### src/rtl/rr_gate_arbiter.sv
// Round-robin arbiter for a shared, enable-gated counter datapath.
// One requester owns the datapath at a time. Each tenure is bounded by a
// hold timer, and every tenure is followed by a dead cycle before the next
// arbitration, so ownership always changes cleanly.
module rr_gate_arbiter #(
    parameter int NREQ     = 4,
    parameter int WIDTH    = 8,
    parameter int HOLD_MAX = 4
) (
    input  logic             clk,
    input  logic             reset_n,
    input  logic [NREQ-1:0]  req,
    input  logic [NREQ-1:0]  done,
    input  logic [WIDTH-1:0] cnt_in,
    output logic [NREQ-1:0]  gnt,
    output logic             gnt_valid,
    output logic [2:0]       gnt_id,
    output logic             en_out,
    output logic [WIDTH-1:0] cnt_out,
    output logic [7:0]       preempt_cnt
);

    localparam int IW = (NREQ > 1) ? $clog2(NREQ) : 1;
    localparam logic [NREQ-1:0] ONE_HOT0 = {{(NREQ-1){1'b0}}, 1'b1};

    typedef enum logic [1:0] {
        IDLE  = 2'd0,
        GRANT = 2'd1,
        GAP   = 2'd2
    } state_t;

    state_t          state_reg;
    logic [NREQ-1:0] gnt_reg;
    logic [2:0]      gnt_id_reg;
    logic [2:0]      last_reg;
    logic [3:0]      hold_reg;
    logic [7:0]      preempt_reg;

    logic            win_found;
    logic [IW-1:0]   win_idx;
    logic [IW-1:0]   cand;
    logic            owner_req;
    logic            owner_done;
    logic            expired;
    logic            release_now;

    // Rotating-priority search: first requester after the last owner wins.
    always_comb begin
        win_found = 1'b0;
        win_idx   = '0;
        cand      = '0;
        for (int k = 1; k <= NREQ; k++) begin
            cand = IW'((int'(last_reg) + k) % NREQ);
            if (!win_found && req[cand]) begin
                win_found = 1'b1;
                win_idx   = cand;
            end
        end
    end

    // Owner's own request/done are picked out with the one-hot grant, so
    // non-owner activity cannot influence the release decision.
    always_comb begin
        owner_req   = |(req & gnt_reg);
        owner_done  = |(done & gnt_reg);
        expired     = (hold_reg == 4'(HOLD_MAX));
        release_now = owner_done || !owner_req || expired;
    end

    // Arbitration FSM with registered grant, owner id, pointer, timer and
    // forced-release counter.
    always_ff @(posedge clk) begin
        if (!reset_n) begin
            state_reg   <= IDLE;
            gnt_reg     <= '0;
            gnt_id_reg  <= '0;
            last_reg    <= 3'(NREQ - 1);
            hold_reg    <= '0;
            preempt_reg <= '0;
        end else begin
            case (state_reg)
                IDLE: begin
                    if (win_found) begin
                        gnt_reg    <= ONE_HOT0 << win_idx;
                        gnt_id_reg <= 3'(win_idx);
                        last_reg   <= 3'(win_idx);
                        hold_reg   <= 4'd1;
                        state_reg  <= GRANT;
                    end
                end
                GRANT: begin
                    if (release_now) begin
                        gnt_reg    <= '0;
                        gnt_id_reg <= '0;
                        hold_reg   <= '0;
                        state_reg  <= GAP;
                        // Only a pure timer expiry counts as a preemption.
                        if (expired && owner_req && !owner_done &&
                            preempt_reg != 8'hFF) begin
                            preempt_reg <= preempt_reg + 8'd1;
                        end
                    end else begin
                        hold_reg <= hold_reg + 4'd1;
                    end
                end
                GAP: begin
                    state_reg <= IDLE;
                end
                default: begin
                    state_reg <= IDLE;
                end
            endcase
        end
    end

    assign gnt         = gnt_reg;
    assign gnt_id      = gnt_id_reg;
    assign gnt_valid   = |gnt_reg;
    assign en_out      = gnt_valid;
    assign preempt_cnt = preempt_reg;

    // Count data is passed through only while someone owns the datapath.
    generate
        for (genvar gi = 0; gi < WIDTH; gi++) begin : g_cnt_mask
            assign cnt_out[gi] = cnt_in[gi] & gnt_valid;
        end
    endgenerate

endmodule

### config.mk
export PLATFORM = sky130hd
export DESIGN_NAME = rr_gate_arbiter
export DESIGN_NICKNAME = d
export VERILOG_FILES = /design/src/rtl/rr_gate_arbiter.sv
export SDC_FILE = /design/constraint.sdc
export NUM_CORES = 1
export LEC_CHECK = 0
export CAP_MARGIN = 10
export CORE_MARGIN = 2
export CORE_UTILIZATION = 45
export DETAILED_ROUTE_END_ITERATION = 7
export GPL_ROUTABILITY_DRIVEN = 0
export PLACE_DENSITY_LB_ADDON = 0.05
export SLEW_MARGIN = 20
export SYNTH_ARGS = -nofsm -noshare
export SYNTH_HDL_FRONTEND = slang
export SYNTH_SLANG_ARGS = --single-unit
### constraint.sdc
create_clock -name clk -period 2.1 [get_ports clk]
set_clock_uncertainty 0.15 [all_clocks]
set_input_delay 0.21 -clock clk [delete_from_list [all_inputs] [get_ports clk]]
set_output_delay 0.21 -clock clk [all_outputs]
set_load 0.02 [all_outputs]
* After elaboration in Yosys (flattened, before gate mapping)
Index checks and enable logic that the tools add are counted.
** Operators by class
- Shifts and indexed selects :: 1
- Bitwise logic cells :: 10
- Magnitude comparators :: 4
- Equal/unequal tests :: 5
- Add/subtract/negate cells :: 6
- Mux-type cells :: 28
- Reductions and logical operators :: 23
** Operator list (number)
- 2-to-1 mux 4 bit :: 4
- case mux 4 bit (2 select lines) :: 2
- less-than comparator 2 x 3 -> 1 bit, second input constant :: 4
- 2-to-1 mux 2 bit :: 6
- OR reduction 4 bit :: 3
- adder 8 x 1 -> 8 bit, second input constant :: 1
- AND 1 bit :: 8
- AND 4 bit :: 2
- binary-select mux 1 bit (select 2 bit) :: 4
- 2-to-1 mux 1 bit :: 8
- != test 8 bit, second input constant :: 1
- logical AND 1 bit :: 6
- 2-to-1 mux 3 bit :: 2
- case mux 3 bit (2 select lines) :: 1
- AND reduction 2 bit :: 3
- AND reduction 3 bit :: 2
- logical NOT 1 bit :: 5
- adder 2 x 1 -> 2 bit, second input constant :: 2
- adder 2 bit, second input constant :: 2
- adder 4 x 1 -> 4 bit, second input constant :: 1
- equality test 4 x 3 -> 1 bit, second input constant :: 1
- != test 2 bit, second input constant :: 2
- case mux 2 bit (2 select lines) :: 1
- left shift 1 x 2 -> 4 bit, first input constant :: 1
- 4 further kinds :: 5
** Storage, ports and cells
- Bits of input ports :: 18
- Output and inout port bits :: 25
- Logic and storage cells :: 83
- Bits in registers :: 23

* Longest topological paths before layout
Gate-level depths: netlist of run 1.
- Depth in word-level cells :: 16
- Depth in mapped cells :: 7

* Worst setup path before layout of run 1
Ideal clock, no wire load.
- Path kind :: register -> output
- Start point :: register gnt_reg[0], in the netlist gnt[0]
- End point :: output port gnt_valid
- Arrival :: 1783 ps
- Cell stages (with the launch flop) :: 4
- Buffers on the path :: 1
- Setup slack :: -43 ps
- Cell sequence :: dfxtp_1 > nor4_1 > inv_1 > buf_4
** On the way
- Longest elaborated chain between the ends :: 1
** Ends and longest elaborated chain
- start, declared :: line 33 : logic [NREQ-1:0] gnt_reg;
- start signal, assigned :: line 84 : gnt_reg <= ONE_HOT0 << win_idx;
- OR reduction 4 bit :: line 118 : assign gnt_valid = |gnt_reg;
- end, declared :: line 16 : output logic gnt_valid,
No other way between the ends.

* Final worst setup path of run 1
- Start point :: register hold_reg[0]
- End point :: register preempt_reg[3], in the netlist preempt_cnt[3]
** On the way
- Longest elaborated chain between the ends :: 5
- Elaborated cells on any way between the ends :: 6
** Ends and longest elaborated chain
- start, declared :: line 36 : logic [3:0] hold_reg;
- start signal, assigned :: line 103 : hold_reg <= hold_reg + 4'd1;
- equality test 4 x 3 -> 1 bit * :: line 66 : expired = (hold_reg == 4'(HOLD_MAX));
- logical AND 1 bit (3 in a row) :: line 98 : if (expired && owner_req && !owner_done &&
- AND reduction 3 bit (no source line) *
- end signal, assigned :: line 100 : preempt_reg <= preempt_reg + 8'd1;
- end, declared :: line 37 : logic [7:0] preempt_reg;
Mark *: on every way between the ends. The rest lies on a longest branch, timed or not.
A chain may end at the register's enable or synchronous reset.

==> results of run 1 <==
==> power by group through the flow <==
| stage | logic [mW] | registers [mW] | clock network, mW |
|---|---|---|---|
| after global routing | 0.474 | 0.497 | 0.360 |
| after detailed placement | 0.472 | 0.497 | 0 |
| after floorplan | 0.263 | 0.501 | 0 |
| after CTS | 0.443 | 0.490 | 0.340 |
| final | 0.441 | 0.491 | 0.335 |
| after global placement | 0.462 | 0.494 | 0 |
==> worst min-delay path, stage by stage (launching register included) <==
cell and delay, ps:
dfxtp_1 340, nand2_1 50, o22ai_1 60
==> how the worst max path moves through the flow <==
stage                           endpoint  cells after the start      startpoint
after floorplan           preempt_cnt[5]                      5          gnt[0]
after global placement            gnt[1]                      6          req[0]
after detailed placement       gnt_id[1]                      6          req[0]
after CTS                 preempt_cnt[1]                      5  preempt_cnt[1]
after global routing      preempt_cnt[4]                      6     hold_reg[0]
final                     preempt_cnt[3]                      6     hold_reg[0]
==> per-layer routing <==
layer / vias to the layer above / share of wire (%)
met5: - / 0
met4: 0 / 1.6
met3: 7 / 2.5
met2: 22 / 51
met1: 663 / 45
li1: 676 / -
==> kinds of logic after synthesis <==
kind of cell               Yosys count  synth area share [%]
AOI/OAI and AO/OA                   49                 29.58
DFF                                 22                 33.59
buffers and inverters               19                 6.678
muxes                                1                0.7634
other                                1                0.2860
and+or+nand+nor                     59                 26.24
adders and majority gates            3                 2.863
==> cell type report <==
cell class | count | area (µm²)
fill | 252 | 898.4
sequential | 22 | 445.4
multi-input combinational | 113 | 793.3
clock buffer | 3 | 22.52
clock inverter | 1 | 30.03
timing repair buffer | 53 | 488.0
inverter | 11 | 41.29
tap | 31 | 38.79
==> placed cells by master (no fill, tap or decap), types with 3 or more instances in the layout <==
master           netlist  layout
a31oi_1                4       4
dlygate4sd2_1          0      10
dfxtp_1               22      18
nand3_1                8       8
nand2_1               11      11
dfxtp_2                0       4
or4_1                  4       4
nand2b_1               3       3
nor2_1                 5       5
nand4_1                3       3
or3_1                  3       3
and3_1                 4       4
ha_1                   3       3
buf_4                  2      12
clkdlybuf4s50_1        0      31
o31ai_1                4       4
nor2b_1                9       9
a21oi_1               13      13
clkbuf_4               0       3
inv_1                 10      10
==> metrics by stage <==
step           power (mW)  utilization (%)  cells  area [µm²]  setup TNS, ps
6_report            1.267            67.42    234        1859              0
3_3_place_gp       0.9562            65.65    230        1810              0
3_5_place_dp       0.9696            65.65    230        1810         -51.59
4_1_cts             1.274            67.29    234        1856              0
5_1_grt             1.331            67.42    234        1859              0
2_1_floorplan      0.7637                -    154        1318              0
==> cell usage after synthesis (3+ instances only) <==
library cell	number	area (µm²)
a31oi_1	4	25.02
and3_1	4	25.02
or3_1	3	18.77
nor2_1	5	18.77
nand2b_1	3	18.77
or4_1	4	30.03
ha_1	3	37.54
clkbuf_1	4	15.01
nor2b_1	9	56.30
nand4_1	3	18.77
nand2_1	11	41.29
inv_1	10	37.54
dfxtp_1	22	440.4
o31ai_1	4	30.03
a21oi_1	13	65.06
nand3_1	8	40.04
==> timing repair <==
| item | CTS | global route |
|---|---|---|
| gates resized for setup | 14 | 1 |
| hold buffers | 0 | 0 |
| setup endpoints to repair | 10 | 6 |
==> metrics, run 1 <==
status finished clean; relative slew slack a little over three fifths; CP Class flop to flop; Final WS setup 191.3 ps; Sw Ratio 33.31%; WP data required 2210 ps; final hold vios 0; # setup viols final 0; Die Y 57.98 µm; CP Launch Type flop; Antenna Nets Post-Route 0; register bit total from synthesis 22; Hold EP gnt_id[0]; GR peak layer met2; crit-path leading delay family simple AND/OR/NAND/NOR gates; CP max stage delay 510 ps; cells after synthesis ~150; leakage 0.7288 nW; input/output buffers 41; n_diodes 0; first-pass detailed-route iteration total 4; achievable clock frequency 523.9 MHz; total grt overflow 0; M3 GR Usage 4.018%; Async SR Flop Fraction 0%; met1 GRT Util 30.89%; Post-Route WL 3564 µm; vias per std cell 5.846; Register-to-Register Path Depth 6; Most used DFF post-synth dfxtp_1; Skew-Pair Late Insertion Delay between 300 and 400 ps; FP Rows 19; Avg Inst Size Synth between 8 and 9 µm²; DRC 0; max reg flops 8; layout net count between 200 and 250; internal power 0.8447 mW; H-tree depth 1; pwr dens between 600 and 700 mW/mm²; GRT Overall Usage 23.72%; hold depth 2; Flop pwr share 38.7%; Clock Sink Count 22; share of post-route cells with drive strength above 1 14.78%; Die Wd between 50 and 60 µm; CTS max path bufs 2; Synth Cell Area 0.001311 mm²; reg2reg end preempt_cnt[3]; Worst Hold Launch gnt_id[0]; Detail Placement HPWL around 2800 µm; IO Count 43; CTS tree built; CP endpoint kind flop; met2 Use GR 39.77%; Post-synth EDFFs 0; root buffer cell clkbuf_4; P&R area growth vs syn 41.79%; crit path time final between 1500 and 2000 ps; number of max-cap violations 0; combinational fraction of design power 34.9%; Max VDD drop 0.5163 mV; largest net degree at the start of global routing 18; Final Max Slew Viols 0; CP max-delay cell or4_1; critical-path cell list inv_1 > ha_1 > nand3b_4 > o21bai_2 > or4_1 > a21oi_1; CTS buffer count 3; post-CTS setup buffer count 0; CP bufs+invs 1; number of global-route vias before repair 1336; Reg2Reg Launch Point hold_reg[0]; WL/cell 15.23 µm; RSZ-0062 raised after global routing no; sequential share of the synthesized area 33.59%; first-pass GRT wire length 6168 µm; dpl ws -27.37 ps; core area 0.002758 mm²; antenna violations before repair 0; worst hold margin 337.4 ps; flop2flop setup slack 190 ps; Initial Util 47.55%; clock network power share 26.4%; Die Footprint 0.003362 mm²; Clock transition at path regs 130 ps; Least-Margin Pin Slew 549.1 ps; arrival time worst endpoint 2020 ps; NetSw about 0.42 mW; post-synth cell types 50; Hold WC Path Type flop to flop; Final Cycle Share 90.89%; initial DRC count 52; synth warn 0; syn_nets 175; vias post-DR 1368; crit-path max FO 12
No activity file was read; power rests on OpenSTA's default activity.
==> run 2, diff against run 1 <==
Settings changed: ABC_AREA from default to 1, CORE_UTILIZATION 45 to 47, GPL_TIMING_DRIVEN from default to 1.
==> metrics, run 2 <==
status finished clean; CP endpoint kind flop; Synth top cells by count 56 x nand2_1, 24 x inv_1, 24 x nand3_1; Synth Area in Compound Gates 9.781% (-20 points); utilization after layout 65.66% (-1.8 points); Die Footprint 0.003623 mm² (+7.8%); crit-path max FO 9 (-3); post-synth cell types 33 (-34%); Yosys top cell area share 29.68% (-3.9 points); CTS max path bufs 2 (unchanged); post-CTS setup buffer count 0 (unchanged); Initial Util 49.01% (+1.5 points); Hold WC Path Type flop to flop; crit path time final 1894 ps (-14.71 ps); Register-to-Register Path Depth 13 (+7); Most used DFF post-synth dfxtp_1; syn_nets 242 (+38%); max reg flops 8 (unchanged); Avg Inst Size Synth 6.715 µm² (-21%); hold depth 2 (unchanged); cell area after layout 0.001988 mm² (+6.9%); Post-Route WL 3329 µm (-6.6%); synth warn 0 (unchanged); sequential share of the synthesized area 29.68% (-3.9 points); DRC 0 (unchanged); share of post-route cells with drive strength above 1 14.98% (+0.20 points); Power, Total 2.379 mW (+88%); critical-path cell list inv_6 > nand2_4 > nand2_2 > nand2_1 > nand2_2 > nor2_4 > nand3_4 > nand2_8 > inv_6 > nor2_8 > nand2_1 > nand3_1 > inv_2; xor/xnor share of the synthesized area 3.541% (+3.5 points); Final Cycle Share 90.19% (-0.70 points); Clock transition at path regs 120 ps (about the same); P&R area growth vs syn 33.98%; antenna violations before repair 0 (unchanged); top-count cell post-synth nand2_1; GRT Overall Usage 18.69% (-5.0 points); most common cell after layout, fill and taps aside nand2_1; Reg2Reg Launch Point last_reg[0]; first-pass GRT wire length 5264 µm (-15%); largest family of logic cells by synthesized area simple AND/OR/NAND/NOR gates; total grt overflow 0 (unchanged); Skew-Pair Late Insertion Delay 310 ps (about the same); CTS buffer count 3 (unchanged); core area 0.003028 mm² (+9.8%); Post-synth EDFFs 0 (unchanged); CP Launch Type flop; Synth area leader dfxtp_1; Storage cell area 440.4 µm² (-1.1%); WL/cell 10.70 µm (-30%); Final Max Slew Viols 0 (unchanged); Area after DPL 0.001957 mm² (+8.1%); number of max-cap violations 0 (unchanged); vias post-DR 1461 (+6.8%); achievable clock frequency 528.0 MHz (+0.78%); H-tree depth 1 (unchanged); input/output buffers 41 (unchanged); Worst Hold Launch gnt_id[0]; CP max stage delay 600 ps (+90 ps); Hold EP gnt_id[0]; root buffer cell clkbuf_4; Detail Placement HPWL 2610 µm (-5.1%); layout net count 289 (+28%); Die Y 60.19 µm (+3.8%); register bit total from synthesis 22 (unchanged); # setup viols final 0 (unchanged); post-synthesis mux area share 0% (-0.76 points); leakage 0.9517 nW (+31%); Antenna Nets Post-Route 0 (unchanged); flop2flop setup slack 210 ps (about the same); final hold vios 0 (unchanged); initial DRC count 136 (+160%); crit-path leading delay family simple AND/OR/NAND/NOR gates; FP Rows 20 (+1); reg2reg end hold_reg[0]; CP max-delay cell dfxtp_1; Synth Cell Area 0.001484 mm² (+13%); fillers 296 (+17%); largest net degree at the start of global routing 13 (-5); cells after synthesis 221 (+44%); Clock Sink Count 22 (unchanged); Post-Route Setup TNS 0 ps (unchanged); Die Wd 60.19 µm (+3.8%); first-pass detailed-route iteration total 4 (unchanged); most frequent cells in the layout 56 x nand2_1, 31 x clkdlybuf4s50_1, 24 x inv_1, 24 x nand3_1, 22 x dfxtp_1; area of the multi-input gates 877.1 µm² (+11%); vias per std cell 4.698 (-20%); arrival time worst endpoint 1960 ps (-60 ps); Max VDD drop 0.6068 mV (+18%); CP bufs+invs 3 (+2); IO Count 43 (unchanged); Async SR Flop Fraction 0% (unchanged); WP data required 2170 ps (-40 ps); CP Class flop to flop; pwr dens 1197 mW/mm² (+76%); number of global-route vias before repair 1253 (-6.2%); Synth area leaders dfxtp_1 30%, nand2_1 14%, nand3_1 8.1%; CTS Hold Buffers Added 0 (unchanged); Synth Area in Adders 2.530% (-0.33 points); CTS tree built; Synth Area in Simple Gates 43.00% (+17 points); n_diodes 0 (unchanged); RSZ-0062 raised after global routing no
-- run 2: report_power, final --
| group | switching [mW] | total [mW] | leakage (nW) | internal [mW] |
|---|---|---|---|---|
| registers | 0.105 | 0.606 | 0.179 | 0.501 |
| clock network | 0.131 | 0.237 | 0.0210 | 0.106 |
| logic | 0.963 | 1.54 | 0.751 | 0.573 |
| total | 1.20 | 2.38 | 0.952 | 1.18 |
-- run 2: cells by family (layout without fill, tap and decap cells) --
logic type      after synthesis  in the layout
other cells                   1              1
compound gates               24             24
buf+inv                      36             82
fa+ha+maj                     3              3
simple gates                129            129
xor+xnor                      6              6
flops                        22             22
-- run 2: cell type report --
type                    count  area share (%)
well taps                  44           2.769
clock buffers               4           1.825
multi-input cells         163           44.12
inverters                  31           6.482
repair buffers             47           22.66
flip-flops and latches     22           22.15
-- run 2: metal layers --
metal	track usage, %	routed length, µm
met2	31.68	1652
met3	2.165	96
met5	0	0
met1	25.03	1566
met4	4.762	13
-- run 2: worst reg2reg max path: stages, from the launching register on --
cell and delay (ps):
dfxtp_1 600, inv_6 110, nand2_4 90, nand2_2 50
nand2_1 70, nand2_2 60, nor2_4 130, nand3_4 100
nand2_8 110, inv_6 60, nor2_8 100, nand2_1 60
nand3_1 80, inv_2 30
-- run 2: metrics by stage --
step / setup slack [ps] / hold WS (ps) / cells
finish: 206.0 / 352.4 / 311
global route: 74.58 / 371.9 / 311
CTS: 2.540 / 353.7 / 311
detailed placement: 127.7 / 336.1 / 307
global placement: 153.3 / 330.2 / 307
floorplan: 212.0 / 158.6 / 221
-- run 2: worst max path at each step --
stage / from / to / slack [ps] / depth (start not counted)
after floorplan: preempt_cnt[0] / preempt_cnt[7] / 210 / 10
after global placement: req[3] / hold_reg[0] / 150 / 13
after global routing: last_reg[0] / gnt[0] / 70 / 11
after CTS: gnt[0] / cnt_out[0] / 3 / 4
after detailed placement: req[1] / hold_reg[0] / 130 / 13
final: last_reg[0] / hold_reg[0] / 210 / 13
-- run 2: timing repair --
item | 4_1_cts | 5_1_grt
pin swaps | 0 | 0
cloned | 0 | 0
endpoints found under the setup margin | 8 | 2
gates resized for setup | 8 | 2
==> run 3, diff against run 2 <==
Settings changed: ABC_AREA 1 to default, CORE_UTILIZATION 47 to 45.
==> results of run 3 <==
No change in the layout: final DEF, timing and power equal those of run 1.
